===== src/rtl/timer_scheduler.sv =====
// Round-robin arbiter sharing one elapsed-cycle counter among NREQ requesters.
// Optional abort/aborted ports are enabled by defining TIMER_SCHED_ABORT_EN.
module timer_scheduler #(
  parameter int unsigned NREQ = 4,
  parameter int unsigned CW   = 32
) (
  input  logic              clk,
  input  logic              rst,
  input  logic [NREQ-1:0]   req,
  input  logic [NREQ*CW-1:0] req_len,
  output logic [NREQ-1:0]   grant,
  output logic [NREQ-1:0]   done,
  output logic              busy,
  output logic [CW-1:0]     count
`ifdef TIMER_SCHED_ABORT_EN
  ,
  input  logic              abort,
  output logic              aborted
`endif
);

  localparam int unsigned PW = (NREQ > 1) ? $clog2(NREQ) : 1;

  typedef enum logic [1:0] {
    IDLE = 2'd0,
    LOAD = 2'd1,
    RUN  = 2'd2,
    DONE = 2'd3
  } state_t;

  state_t         state;
  logic [PW-1:0]  owner;
  logic [PW-1:0]  rr_ptr;
  logic [CW-1:0]  len_lat;
  logic [CW-1:0]  lens [NREQ];
  logic [PW-1:0]  pick;
  logic [PW-1:0]  owner_next;
  logic           abort_hit;

`ifdef TIMER_SCHED_ABORT_EN
  assign abort_hit = abort;
`else
  assign abort_hit = 1'b0;
`endif

  always_comb begin
    for (int i = 0; i < NREQ; i++) begin
      lens[i] = req_len[i*CW +: CW];
    end
  end

  // First pending request at or after rr_ptr, wrapping modulo NREQ.
  always_comb begin
    logic          found;
    logic [PW:0]   sum;
    logic [PW-1:0] idx;
    found = 1'b0;
    pick  = '0;
    sum   = '0;
    idx   = '0;
    for (int i = 0; i < NREQ; i++) begin
      sum = {1'b0, rr_ptr} + (PW+1)'(i);
      if (sum >= (PW+1)'(NREQ)) begin
        sum = sum - (PW+1)'(NREQ);
      end
      idx = sum[PW-1:0];
      if (!found && req[idx]) begin
        found = 1'b1;
        pick  = idx;
      end
    end
  end

  assign owner_next = (owner == PW'(NREQ - 1)) ? '0 : owner + PW'(1);

  always_ff @(posedge clk or posedge rst) begin
    if (rst) begin
      state   <= IDLE;
      grant   <= '0;
      done    <= '0;
      busy    <= 1'b0;
      count   <= '0;
      owner   <= '0;
      rr_ptr  <= '0;
      len_lat <= '0;
`ifdef TIMER_SCHED_ABORT_EN
      aborted <= 1'b0;
`endif
    end else begin
      grant <= '0;
      done  <= '0;
`ifdef TIMER_SCHED_ABORT_EN
      aborted <= 1'b0;
`endif
      case (state)
        IDLE: begin
          if (|req) begin
            owner   <= pick;
            len_lat <= lens[pick];
            grant   <= NREQ'(1) << pick;
            busy    <= 1'b1;
            state   <= LOAD;
          end
        end
        LOAD: begin
          count  <= '0;
          rr_ptr <= owner_next;
          if (abort_hit || len_lat == '0) begin
            done  <= NREQ'(1) << owner;
`ifdef TIMER_SCHED_ABORT_EN
            aborted <= abort_hit;
`endif
            state <= DONE;
          end else begin
            state <= RUN;
          end
        end
        RUN: begin
          // An abort freezes count at its current value.
          if (abort_hit) begin
            done  <= NREQ'(1) << owner;
`ifdef TIMER_SCHED_ABORT_EN
            aborted <= 1'b1;
`endif
            state <= DONE;
          end else begin
            count <= count + CW'(1);
            if (count == len_lat - CW'(1)) begin
              done  <= NREQ'(1) << owner;
              state <= DONE;
            end
          end
        end
        DONE: begin
          busy  <= 1'b0;
          state <= IDLE;
        end
        default: begin
          busy  <= 1'b0;
          state <= IDLE;
        end
      endcase
    end
  end

endmodule


===== config.mk =====
export PLATFORM = sky130hd
export DESIGN_NAME = timer_scheduler
export DESIGN_NICKNAME = d
export VERILOG_FILES = /design/src/rtl/timer_scheduler.sv
export SDC_FILE = /design/constraint.sdc
export NUM_CORES = 1
export LEC_CHECK = 0
export BUFFER_PORTS_ARGS = -buffer_cell sky130_fd_sc_hd__buf_2
export CAP_MARGIN = 20
export CORE_MARGIN = 2
export CORE_UTILIZATION = 45
export CTS_CLUSTER_SIZE = 30
export DETAILED_ROUTE_END_ITERATION = 16
export PLACE_DENSITY = 0.72
export SLEW_MARGIN = 10
export SYNTH_ARGS = -nofsm -noshare
export SYNTH_HDL_FRONTEND = slang
export SYNTH_SLANG_ARGS = --single-unit
export TNS_END_PERCENT = 20

===== constraint.sdc =====
create_clock -name clk -period 7 [get_ports clk]
set_clock_uncertainty 0.05 [all_clocks]
set_input_delay 0.35 -clock clk [delete_from_list [all_inputs] [get_ports clk]]
set_output_delay 0.35 -clock clk [all_outputs]
set_load 0.01 [all_outputs]

==> metrics <==
synth top area cells=dfrtp_1, nor2_1, nand2_1; dpl cell area=about 6600 µm²; # resized after CTS=0; DRC viols=0; Buf/Inv on CP=1; final setup fails=0; core area=12,160 µm²; Max Cap Violations=0; Rel. slew slack=33.47%; clk_lat worst skew=~340 ps; post-CTS setup buffers=0; Post-Syn Nets=912; Boundary Pins=175; ANT nets after route=0; Remaining Overflow, GRT=0; Clock Tree Buf Depth=2; Setup TNS=0 ps; CTS tree=done; count leader, synth=nor2_1; Crit path max-delay family=simple AND/OR/NAND/NOR gates; P per Cell Area=~360 nW/µm²; status=finished, final reports clean; count of hold-fix buffers inserted at cts=0; critical path cell sequence=inv_1 -> ha_1 -> nor4b_1 -> nand4_2 -> nor4_1 -> o22ai_1 -> nor4_1 -> nand4_1 -> o31ai_1 -> o21ai_1 -> mux2_1; VDD IR max=slightly above 0.2 mV; vias per cell=5.230; crit path max fanout=7; Worst-Margin Slew=997.9 ps; Avg Cell Area, Syn=7.378 µm²; port bufs=about 170; Worst EP required=slightly above 7000 ps; first-pass GRT wire length=25,710 µm; WP data arrival=between 3000 and 4000 ps; Syn Inst Count=768; Syn Std Cell Area=5667 µm²; Die H=about 120 µm; Synth top area share=34.89%; startpoint types=flop; Worst Hold Slack=approximately 230 ps; Slew Limit Fails=0; yosys warns=0; initial antenna violation count=1; Area growth syn-to-layout=23.69%; RSZ-0062 raised after global routing=false; nets=1,056; row count=40; Post-synth top flop=dfrtp_1; CTS root buf=clkbuf_16; CTS Sinks=between 70 and 80; FF+latch count, synth=79; Post-synth EDFFs=0; number of CTS-inserted buffers=9; LEAKAGE=3.344 nW; Die W=116.2 µm; vias in the first global route=5,159; post-synthesis sequential area ratio=between 30% and 40%; Hold Path Class=in2async; Final min period=3214 ps; top cell type by total area after synthesis=dfrtp_1; DIE AREA=around 14,000 µm²; Unique masters post-synth=64; final hold vios=0; 1st-pass router iterations=5; routed wire length=15,750 µm; Placed Instances=1,067; critical path endpoint category=flop; Final Cycle Share=45.91%; CP dominant cell by count=nor4_1; CTS clock-pin slew for the worst setup and hold paths=60 ps; routability cong.=0.8726; Initial Utilization=between 40% and 50%; htree depth=3; leading cell types by count after synthesis=nor2_1, nand2_1, dfrtp_1; wire per inst=14.50 µm; initial DRC count=401; slowest stage delay, CP=430 ps; overall routing resource usage=between 20% and 30%; pin count of the biggest net entering global routing=80; layout cell share with drive strength beyond 1=around 24%; via count=5,680; post-route cell area=7009 µm²; Final Non-Filler Cells=1,086; Crit Path Category=reg2reg; DP HPWL=12,070 µm; Power Total=0.002504 W; Slowest-stage cell, CP=dfrtp_1; FMAX=0.3112 GHz; async set-or-reset flop fraction in the synthesized netlist=between 90% and 100%
per-stage QoR:
stage                     setup slack [ps]  utilization, %
after floorplan                       4192               -
after global placement                3888           54.36
after detailed placement              3815           54.36
after CTS                             3816           57.28
after global routing                  3497           57.63
final                                 3786           57.63
per-layer routing:
metal | wire [µm] | track usage [%] | vias to the layer above
met1 | 7367 | 35.32 | 2568
met5 | 0 | 0 | -
met4 | 236 | 6.508 | 0
li1 | - | - | 2895
met2 | 7107 | 36.45 | 200
met3 | 1033 | 4.722 | 17
layout by cell type, fill, tap and decap left out, types with 3 or more instances in the layout:
| master | count |
|---|---|
| nor3_1 | 12 |
| nor2b_1 | 5 |
| clkbuf_16 | 9 |
| inv_1 | 14 |
| nor4_1 | 5 |
| nor3_2 | 3 |
| nor2_1 | 144 |
| dfrtp_1 | 79 |
| nand3_1 | 54 |
| a21oi_1 | 15 |
| nand2b_1 | 5 |
| o31ai_1 | 4 |
| and2_1 | 8 |
| or2_2 | 4 |
| nor3b_1 | 3 |
| or3_1 | 6 |
| nand2_1 | 129 |
| nand3b_1 | 3 |
| o22ai_1 | 6 |
| xnor2_1 | 26 |
| or4_1 | 3 |
| ha_1 | 10 |
| nand4_1 | 15 |
| nor4_2 | 3 |
| buf_2 | 174 |
| and3_1 | 8 |
| xor2_1 | 33 |
| buf_4 | 4 |
| mux2i_1 | 4 |
| bufinv_16 | 3 |
| o21ai_0 | 77 |
sequential cells by signal, summed over array words and instances (netlist names):
signal   flops
len_lat     32
done         4
busy         1
owner        2
state        2
rr_ptr       2
count       32
grant        4
worst min-delay path, cell delays in order:
cell and delay, ps:
buf_2 100, inv_2 30, buf_4 700
cell type report:
type | instances | area, µm²
Antenna cell | 1 | 2.502
Clock buffer | 10 | 239.0
Clock inverter | 6 | 116.4
Fill cell | 1193 | 5152
Inverter | 15 | 56.30
Multi-Input combinational cell | 627 | 3467
Sequential cell | 79 | 1977
Tap cell | 168 | 210.2
Timing Repair Buffer | 180 | 940.9
cell families (layout without fill, tap and decap cells):
kind of cell / count (synthesis) / count (layout) / synth area share [%]
XOR/XNOR: 59 / 59 / 9.119
buffers and inverters: 62 / 211 / 4.327
other: 0 / 1 / 0
multiplexers: 6 / 6 / 1.104
adder cells (fa/ha/maj): 10 / 10 / 2.208
flip-flops: 79 / 79 / 34.89
AND/OR/NAND/NOR: 426 / 426 / 35.42
AO/OA/AOI/OAI: 126 / 126 / 12.94
power breakdown:
part	switching (W)	internal (W)
registers	0.000214	0.000583
logic	0.000700	0.000455
clock network	0.000191	0.000361
final timing paths:
check	startpoint	to	slack [ps]	cells past startpoint
worst max-delay path	len_lat[0]$_DFFE_PP0P_	state[1]$_DFFE_PP0P_	3790	11
worst min-delay path	rst	busy$_DFFE_PP0P_	230	3
worst max register to register	len_lat[0]$_DFFE_PP0P_	state[1]$_DFFE_PP0P_	3790	11
worst min register to register	len_lat[29]$_DFFE_PP0P_	len_lat[29]$_DFFE_PP0P_	480	2
max in group asynchronous	rst	count[7]$_DFFE_PP0P_	5980	3
min in group clk	req_len[54]	len_lat[22]$_DFFE_PP0P_	340	5
Power figures use the tool's default switching activity.
